`src/rtl/pe_pkg.sv`:
```
// ============================================================================
//  Module      : pe_pkg
//  Description : Shared types and helpers for the lane-decomposable divider.
//                Provides the precision/lane configuration type and its
//                encodings, the sequencer FSM state enum, and small
//                helper functions for mode normalisation, lane width and
//                per-lane divide-by-zero detection.
//  Revision    : 1.0 - initial release
// ============================================================================
`default_nettype none

package pe_pkg;

    localparam int c_data_w = 32;
    localparam int c_lanes  = 4;

    // Lane configuration: one 32-bit lane, two 16-bit lanes or four 8-bit lanes
    typedef logic [1:0] PRECISION_CONFIG_L;

    localparam PRECISION_CONFIG_L PRECISION_CONFIG_32B = 2'd0;
    localparam PRECISION_CONFIG_L PRECISION_CONFIG_16B = 2'd1;
    localparam PRECISION_CONFIG_L PRECISION_CONFIG_8B  = 2'd2;

    typedef enum logic [1:0] {
        IDLE = 2'd0,
        BUSY = 2'd1,
        DONE = 2'd2
    } state_t;

    // Unknown encodings collapse onto the single 32-bit lane configuration
    function automatic PRECISION_CONFIG_L norm_mode(input PRECISION_CONFIG_L m);
        if (m == PRECISION_CONFIG_16B || m == PRECISION_CONFIG_8B) begin
            return m;
        end
        return PRECISION_CONFIG_32B;
    endfunction

    // Lane width in bits; also the number of iterations an operation takes
    function automatic logic [5:0] lane_width(input PRECISION_CONFIG_L m);
        case (m)
            PRECISION_CONFIG_16B: return 6'd16;
            PRECISION_CONFIG_8B:  return 6'd8;
            default:              return 6'd32;
        endcase
    endfunction

    // One flag per active lane; flags for lanes that do not exist stay 0
    function automatic logic [3:0] dbz_flags(input PRECISION_CONFIG_L m,
                                             input logic [31:0]   d);
        logic [3:0] f;
        f = 4'b0000;
        case (m)
            PRECISION_CONFIG_8B: begin
                for (int k = 0; k < 4; k++) begin
                    f[k] = (d[8*k +: 8] == 8'd0);
                end
            end
            PRECISION_CONFIG_16B: begin
                f[0] = (d[15:0]  == 16'd0);
                f[1] = (d[31:16] == 16'd0);
            end
            default: begin
                f[0] = (d == 32'd0);
            end
        endcase
        return f;
    endfunction

endpackage

`default_nettype wire

```
`src/rtl/divider_decomposable_seq_if.sv`:
```
// ============================================================================
//  Module      : divider_decomposable_seq_if
//  Description : Request/response bundle of the lane-decomposable divider.
//                Request side : mode, in_dividend, in_divisor, in_valid,
//                               in_ready (valid/ready handshake).
//                Response side: out_quot, out_rem, out_dbz, out_valid,
//                               out_ready (valid/ready handshake).
//                master = requester/consumer, slave = divider.
//  Revision    : 1.0 - initial release
// ============================================================================
`default_nettype none

interface divider_decomposable_seq_if;
    import pe_pkg::*;

    PRECISION_CONFIG_L mode;
    logic [31:0]       in_dividend;
    logic [31:0]       in_divisor;
    logic              in_valid;
    logic              in_ready;
    logic [31:0]       out_quot;
    logic [31:0]       out_rem;
    logic [3:0]        out_dbz;
    logic              out_valid;
    logic              out_ready;

    modport master (
        output mode, in_dividend, in_divisor, in_valid, out_ready,
        input  in_ready, out_quot, out_rem, out_dbz, out_valid
    );

    modport slave (
        input  mode, in_dividend, in_divisor, in_valid, out_ready,
        output in_ready, out_quot, out_rem, out_dbz, out_valid
    );

endinterface

`default_nettype wire

```
`src/rtl/divider_step_decomposable.sv`:
```
// ============================================================================
//  Module      : divider_step_decomposable
//  Description : One radix-2 restoring division step over a 32-bit word
//                that is split into 1, 2 or 4 independent lanes.
//                The word is built from four byte segments; the borrow
//                chain and the shift chain are broken at the 8/16/24-bit
//                boundaries according to the lane configuration.
//  Ports       : i_mode - normalised lane configuration
//                i_rem  - partial remainders (packed per lane)
//                i_quo  - dividend/quotient shift register (packed per lane)
//                i_div  - divisors (packed per lane)
//                o_rem  - partial remainders after this step
//                o_quo  - shift register after this step (new bit at lane LSB)
//  Revision    : 1.0 - initial release
// ============================================================================
`default_nettype none

module divider_step_decomposable
    import pe_pkg::*;
(
    input  PRECISION_CONFIG_L i_mode,
    input  logic [31:0]       i_rem,
    input  logic [31:0]       i_quo,
    input  logic [31:0]       i_div,
    output logic [31:0]       o_rem,
    output logic [31:0]       o_quo
);

    logic [3:0] w_start;        // segment k holds the LSB byte of a lane
    logic [1:0] w_top [4];      // index of the MSB segment of segment k's lane
    logic [7:0] w_shift [4];    // shifted partial remainder, per segment
    logic [8:0] w_diff [4];     // trial subtraction incl. borrow-out in bit 8
    logic [3:0] w_bout;
    logic [3:0] w_fit;          // lane's trial subtraction is non-negative
    logic       w_bchain;
    logic [31:0] w_rem_lo;      // i_rem shifted up by one (bit from segment below)
    logic [31:0] w_quo_lo;      // i_quo shifted up by one (bit from segment below)
    logic       w_in_bit;
    logic       w_q_bit;

    always_comb begin
        w_start  = 4'b0000;
        w_bout   = 4'b0000;
        w_fit    = 4'b0000;
        w_bchain = 1'b0;
        w_in_bit = 1'b0;
        w_q_bit  = 1'b0;
        o_rem    = '0;
        o_quo    = '0;
        w_rem_lo = {i_rem[30:0], 1'b0};
        w_quo_lo = {i_quo[30:0], 1'b0};
        for (int k = 0; k < 4; k++) begin
            w_top[k]   = 2'd0;
            w_shift[k] = 8'd0;
            w_diff[k]  = 9'd0;
        end

        // Lane topology
        for (int k = 0; k < 4; k++) begin
            case (i_mode)
                PRECISION_CONFIG_8B: begin
                    w_start[k] = 1'b1;
                    w_top[k]   = 2'(k);
                end
                PRECISION_CONFIG_16B: begin
                    w_start[k] = ((k % 2) == 0);
                    w_top[k]   = 2'(k | 1);
                end
                default: begin
                    w_start[k] = (k == 0);
                    w_top[k]   = 2'd3;
                end
            endcase
        end

        // Shift the remainder left; a lane's LSB receives the next dividend
        // bit (the lane's MSB of i_quo), otherwise the bit below carries up.
        // The borrow chain restarts at every lane start.
        for (int k = 0; k < 4; k++) begin
            w_in_bit   = w_start[k] ? i_quo[{w_top[k], 3'b111}] : w_rem_lo[8*k];
            w_shift[k] = {i_rem[8*k +: 7], w_in_bit};
            if (w_start[k]) begin
                w_bchain = 1'b0;
            end
            w_diff[k] = {1'b0, w_shift[k]} - {1'b0, i_div[8*k +: 8]} - {8'd0, w_bchain};
            w_bout[k] = w_diff[k][8];
            w_bchain  = w_diff[k][8];
        end

        // The bit shifted out of the lane MSB is the (W+1)th bit of the
        // shifted remainder: when set, the subtraction always succeeds.
        for (int k = 0; k < 4; k++) begin
            w_fit[k]       = i_rem[{w_top[k], 3'b111}] | ~w_bout[w_top[k]];
            o_rem[8*k +: 8] = w_fit[k] ? w_diff[k][7:0] : w_shift[k];
            w_q_bit        = w_start[k] ? w_fit[k] : w_quo_lo[8*k];
            o_quo[8*k +: 8] = {i_quo[8*k +: 7], w_q_bit};
        end
    end

endmodule

`default_nettype wire

```
`src/rtl/divider_decomposable_seq.sv`:
```
// ============================================================================
//  Module      : divider_decomposable_seq
//  Description : Sequential unsigned divider with 1x32, 2x16 or 4x8 lanes.
//                Accepts one request in IDLE, iterates one restoring step
//                per cycle for W cycles in BUSY, then holds the result in
//                DONE until the consumer takes it.
//  Ports       : clk - clock (rising edge)
//                rst - synchronous active-high reset
//                bus - request/response bundle (slave side)
//  Parameters  : EACH_PART_LEN - lane slice width (8)
//                N_PARTS       - number of slices (must be 4)
//  Revision    : 1.0 - initial release
// ============================================================================
`default_nettype none

module divider_decomposable_seq
    import pe_pkg::*;
#(
    parameter int EACH_PART_LEN = 8,
    parameter int N_PARTS       = 4
)(
    input  logic                       clk,
    input  logic                       rst,
    divider_decomposable_seq_if.slave  bus
);

    generate
        if (N_PARTS != c_lanes || EACH_PART_LEN * N_PARTS != c_data_w) begin : g_bad_cfg
            $error("divider_decomposable_seq: only 4 parts of 8 bits are supported");
        end
    endgenerate

    state_t            r_state;
    state_t            w_next;
    PRECISION_CONFIG_L r_mode;
    logic [31:0]       r_rem;
    logic [31:0]       r_quo;
    logic [31:0]       r_div;
    logic [3:0]        r_dbz;
    logic [5:0]        r_cnt;
    logic [5:0]        w_last;
    logic              w_accept;
    logic              w_valid;
    logic [31:0]       w_step_rem;
    logic [31:0]       w_step_quo;
    PRECISION_CONFIG_L w_in_mode;

    assign w_in_mode = norm_mode(bus.mode);
    assign w_last    = lane_width(r_mode) - 6'd1;
    assign w_accept  = (r_state == IDLE) && bus.in_valid;

    divider_step_decomposable u_step (
        .i_mode (r_mode),
        .i_rem  (r_rem),
        .i_quo  (r_quo),
        .i_div  (r_div),
        .o_rem  (w_step_rem),
        .o_quo  (w_step_quo)
    );

    always_comb begin
        w_next = r_state;
        case (r_state)
            IDLE:    if (bus.in_valid)     w_next = BUSY;
            BUSY:    if (r_cnt == w_last)  w_next = DONE;
            DONE:    if (bus.out_ready)    w_next = IDLE;
            default:                       w_next = IDLE;
        endcase
    end

    always_ff @(posedge clk) begin
        if (rst) begin
            r_state <= IDLE;
            r_mode  <= PRECISION_CONFIG_32B;
            r_rem   <= '0;
            r_quo   <= '0;
            r_div   <= '0;
            r_dbz   <= '0;
            r_cnt   <= '0;
        end else begin
            r_state <= w_next;
            if (w_accept) begin
                r_mode <= w_in_mode;
                r_rem  <= '0;
                r_quo  <= bus.in_dividend;
                r_div  <= bus.in_divisor;
                r_dbz  <= dbz_flags(w_in_mode, bus.in_divisor);
                r_cnt  <= '0;
            end else if (r_state == BUSY) begin
                // A zero divisor needs no special path: every step "fits",
                // giving an all-ones quotient and the dividend as remainder.
                r_rem <= w_step_rem;
                r_quo <= w_step_quo;
                r_cnt <= r_cnt + 6'd1;
            end
        end
    end

    assign w_valid       = (r_state == DONE);
    assign bus.in_ready  = (r_state == IDLE);
    assign bus.out_valid = w_valid;
    assign bus.out_quot  = w_valid ? r_quo : '0;
    assign bus.out_rem   = w_valid ? r_rem : '0;
    assign bus.out_dbz   = w_valid ? r_dbz : '0;

endmodule

`default_nettype wire

```
`src/flat_wrapper.sv`:
```
// flat-port wrapper written by rule: the top's interface ports become plain ports
module divider_decomposable_seq_flat import pe_pkg::*;
#(
    parameter int EACH_PART_LEN = 8,
    parameter int N_PARTS       = 4
)
  (clk, rst, bus_mode, bus_in_dividend, bus_in_divisor, bus_in_valid, bus_out_ready, bus_in_ready, bus_out_quot, bus_out_rem, bus_out_dbz, bus_out_valid);
  divider_decomposable_seq_if bus_i ();
  input  logic clk;
  input  logic rst;
  input wire logic [$bits(bus_i.mode)-1:0] bus_mode;
  input wire logic [$bits(bus_i.in_dividend)-1:0] bus_in_dividend;
  input wire logic [$bits(bus_i.in_divisor)-1:0] bus_in_divisor;
  input wire logic [$bits(bus_i.in_valid)-1:0] bus_in_valid;
  input wire logic [$bits(bus_i.out_ready)-1:0] bus_out_ready;
  output wire logic [$bits(bus_i.in_ready)-1:0] bus_in_ready;
  output wire logic [$bits(bus_i.out_quot)-1:0] bus_out_quot;
  output wire logic [$bits(bus_i.out_rem)-1:0] bus_out_rem;
  output wire logic [$bits(bus_i.out_dbz)-1:0] bus_out_dbz;
  output wire logic [$bits(bus_i.out_valid)-1:0] bus_out_valid;
  assign bus_i.mode = bus_mode;
  assign bus_i.in_dividend = bus_in_dividend;
  assign bus_i.in_divisor = bus_in_divisor;
  assign bus_i.in_valid = bus_in_valid;
  assign bus_i.out_ready = bus_out_ready;
  assign bus_in_ready = bus_i.in_ready;
  assign bus_out_quot = bus_i.out_quot;
  assign bus_out_rem = bus_i.out_rem;
  assign bus_out_dbz = bus_i.out_dbz;
  assign bus_out_valid = bus_i.out_valid;
  divider_decomposable_seq #(.EACH_PART_LEN(EACH_PART_LEN), .N_PARTS(N_PARTS)) u_core (.clk(clk), .rst(rst), .bus(bus_i));
endmodule
```
`config.mk`:
```
export PLATFORM = sky130hd
export DESIGN_NAME = divider_decomposable_seq_flat
export DESIGN_NICKNAME = d
export VERILOG_FILES = /design/src/rtl/pe_pkg.sv /design/src/rtl/divider_decomposable_seq_if.sv /design/src/rtl/divider_step_decomposable.sv /design/src/rtl/divider_decomposable_seq.sv /design/src/flat_wrapper.sv
export SDC_FILE = /design/constraint.sdc
export NUM_CORES = 1
export LEC_CHECK = 0
export ABC_AREA = 1
export CAP_MARGIN = 15
export CORE_ASPECT_RATIO = 0.6
export CORE_MARGIN = 1
export CORE_UTILIZATION = 53
export DETAILED_ROUTE_END_ITERATION = 12
export HOLD_SLACK_MARGIN = 0.02
export PLACE_DENSITY = 0.82
export SKIP_LAST_GASP = 1
export SYNTH_ARGS = -nofsm -noshare
export SYNTH_HDL_FRONTEND = slang
export SYNTH_SLANG_ARGS = --single-unit
```
`constraint.sdc`:
```
create_clock -name clk -period 9.1 [get_ports clk]
set_input_delay 1.365 -clock clk [delete_from_list [all_inputs] [get_ports clk]]
set_output_delay 1.365 -clock clk [all_outputs]
set_load 0.005 [all_outputs]
```
==> results of run 1 <==
-- worst max path at each step --
stage / start / to / slack (ps) / depth (start not counted)
2_1_floorplan: u_core.r_mode[0]$_SDFFE_PP0P_ / u_core.r_rem[22]$_SDFFE_PP0P_ / 2320 / 49
3_3_place_gp: u_core.r_mode[0]$_SDFFE_PP0P_ / u_core.r_rem[14]$_SDFFE_PP0P_ / 1610 / 49
3_5_place_dp: u_core.r_mode[0]$_SDFFE_PP0P_ / u_core.r_rem[13]$_SDFFE_PP0P_ / 1400 / 49
4_1_cts: u_core.r_mode[0]$_SDFFE_PP0P_ / u_core.r_rem[13]$_SDFFE_PP0P_ / 1280 / 48
5_1_grt: u_core.r_mode[0]$_SDFFE_PP0P_ / u_core.r_quo[8]$_SDFFE_PP0P_ / 570 / 49
6_report: u_core.r_mode[0]$_SDFFE_PP0P_ / u_core.r_rem[13]$_SDFFE_PP0P_ / 1170 / 48
-- worst max-delay path: cells and delay by family (launching register included) --
kind | cells | cell delay [ps]
adder cells (fa/ha/maj) | 10 | 3380
AND/OR/NAND/NOR | 28 | 2720
AO/OA/AOI/OAI | 4 | 680
flip-flops | 1 | 320
buffers and inverters | 6 | 670
-- power breakdown --
| group | switching [mW] | total (mW) | leakage [nW] | internal, mW |
|---|---|---|---|---|
| Clock | 0.199 | 0.419 | 0.147 | 0.220 |
| Sequential | 0.0266 | 0.547 | 0.902 | 0.520 |
| Combinational | 0.414 | 0.677 | 2.62 | 0.263 |
-- state kept, by name (all words and copies together) (netlist names) --
register	count
u_core.r_div	32
u_core.r_cnt	6
u_core.r_dbz	4
u_core.r_rem	32
u_core.r_quo	32
u_core.r_mode	2
u_core.r_state	2
-- per-layer routing --
layer | track usage [%] | up-vias | routed length, um
met1 | 42.1 | 3115 | 9580
met2 | 42.1 | 280 | 7780
met3 | 5.67 | 17 | 1500
met4 | 5.69 | 0 | 203
li1 | - | 3549 | -
met5 | 0 | - | 0
-- cell usage in the layout (no fill, tap or decap), drive strengths merged, types with 5 or more instances in the layout --
cell type	count
o21ai	66
clkbuf	9
xor2	11
nand4	8
nor2	150
a221oi	11
dfxtp	110
fa	7
clkdlybuf4s50	139
a31oi	26
a21oi	83
ha	55
nand3b	5
xnor2	13
nand3	55
nand2	197
inv	175
-- through the flow --
| step | hold slack [ps] | setup slack (ps) | power [mW] |
|---|---|---|---|
| finish | 466 | 1170 | 1.64 |
| CTS | 468 | 1280 | 1.64 |
| global placement | 452 | 1610 | 1.21 |
| detailed placement | 456 | 1400 | 1.22 |
| global route | 489 | 567 | 1.75 |
| floorplan | 435 | 2320 | 1.07 |
-- final cells by class --
cell class	instances	area share, %
Inverter	172	7.27
Timing Repair Buffer	143	16.0
Clock buffer	9	2.54
Clock inverter	7	1.01
Sequential cell	110	24.8
Tap cell	170	2.40
Multi-Input combinational cell	713	46.0
-- kinds of logic (layout without fill, tap and decap cells) --
group,Yosys count,in the layout,synth area share [%]
buffers and inverters,217,331,11.8
XOR/XNOR,24,24,2.95
AO/OA/AOI/OAI,202,202,16.3
AND/OR/NAND/NOR,425,425,26.4
flip-flops,110,110,30.9
adder cells (fa/ha/maj),62,62,11.6
==> metrics.txt, run 1 <==
footprint of the multi-input gates about 4100 um^2; asr flop ratio synth 0%; CTS Hold Bufs 0; RSZ-0062 raised after global routing false; cell taking the most area after synthesis dfxtp_1; Die Height between 90 and 100 um; ant diodes 0; Hold Crit Start u_core.r_rem[22]$_SDFFE_PP0P_; synthesized instance count roughly 1000; placed cell areas approximately 8600 um^2; setup violators final 0; vias in the first global route 6373; WP data required a little over 9000 ps; Die X roughly 150 um; CP max-delay cell ha_1; clock transition at the registers of the reported paths around 80 ps; Slew Viols, Final 0; Hold Path Stages 2; share of layout cells above drive strength 1 5.20%; Reg-to-Reg Start u_core.r_mode[0]$_SDFFE_PP0P_; reg2reg end u_core.r_rem[13]$_SDFFE_PP0P_; Post-synth top cells 182 x nand2_1, 167 x inv_1, 149 x nor2_1, 110 x dfxtp_1, 80 x a21oi_1; EDFF count, synth 0; Fillers about 1100; final hold viol count 0; Die ar. 13900 um^2; DP HPWL roughly 14 mm; startpoint types register; top cell type's share of synthesized area between 30% and 40%; TNS Setup 0 ps; WL per Instance approximately 14 um; setup repair bufs after CTS 0; utilization after layout roughly two thirds; Primary FF master, synth dfxtp_1; headroom to the max-slew limit 29.7%; Area contributors post-synth dfxtp_1 31%, ha_1 9.7%, nand2_1 9.6%; worst hold path type reg -> reg; IR drop worst, VDD around 0.11 mV; R2R cell count 48; post-CTS sizing 0; Max Root-Sink Buffers 2; PwrDens around 190 nW/um^2; Max Freq about 130 MHz; placed insts roughly 1300; Overall Global Routing Usage 28.4%; DRT Pass-1 Iters 5; max cap viols 0; Mean Syn Cell Area about 6.8 um^2; CP max stage delay around 480 ps; count of cell types in the netlist 45; CP arrival 8140 ps; Ys Warns 0; Tcrit/Tclk final 87.2%; clock skew around 7.2 ps; root buf cell clkbuf_16; number of port buffers ~140; total grt overflow 0; total CTS buffers 9; I/O pin cnt 140; cell area after synthesis 7120 um^2; Reg area 2200 um^2; Slew @ Worst Pin 1050 ps; Routed WL 19.1 mm; average vias per placed instance 5.26; core area around 13000 um^2; Final Instance Area a little under 9000 um^2; initial antenna violation count 0; FF-to-FF setup slack about 1200 ps; most common cell in the synthesized netlist nand2_1; H-tree depth 3; status complete, no violations; Initial Utilization a little over half; nets@finish ~1300; cell row count 32; Worst-Skew Late Latency between 300 and 400 ps; WS Path Type reg -> reg; Lkg Pwr 3.67 nW; min cycle time layout between 7000 and 8000 ps; CP Capture Type register; Antenna Violating Nets Remaining 0; first-pass GRT wire length 31.5 mm; clock sinks 110; sequential cell area fraction in the yosys report a little under a third; most frequent cell on the critical path nand2_1; CP max FO 17; post-synthesis net count approximately 1200; Vias 6961; GP Congestion approximately 0.89; CTS tree built; Starting DRT DRC Count about 630; Layout area overhead 24.7%; largest net degree at the start of global routing 61; Hold Path Sink u_core.r_rem[22]$_SDFFE_PP0P_; fin cells between 1000 and 1500; Yosys reg bits between 100 and 150; # DRC 0
(Power assumes the default switching activity.)
==> inputs of run 2 (changes only) <==
--- a/config.mk
+++ b/config.mk
@@ -17,3 +17,4 @@
 export SYNTH_ARGS = -nofsm -noshare
 export SYNTH_HDL_FRONTEND = slang
 export SYNTH_SLANG_ARGS = --single-unit
+export TNS_END_PERCENT = 20
==> results of run 2 <==
Same layout as run 1: the final DEF is identical, and so are final timing and power.
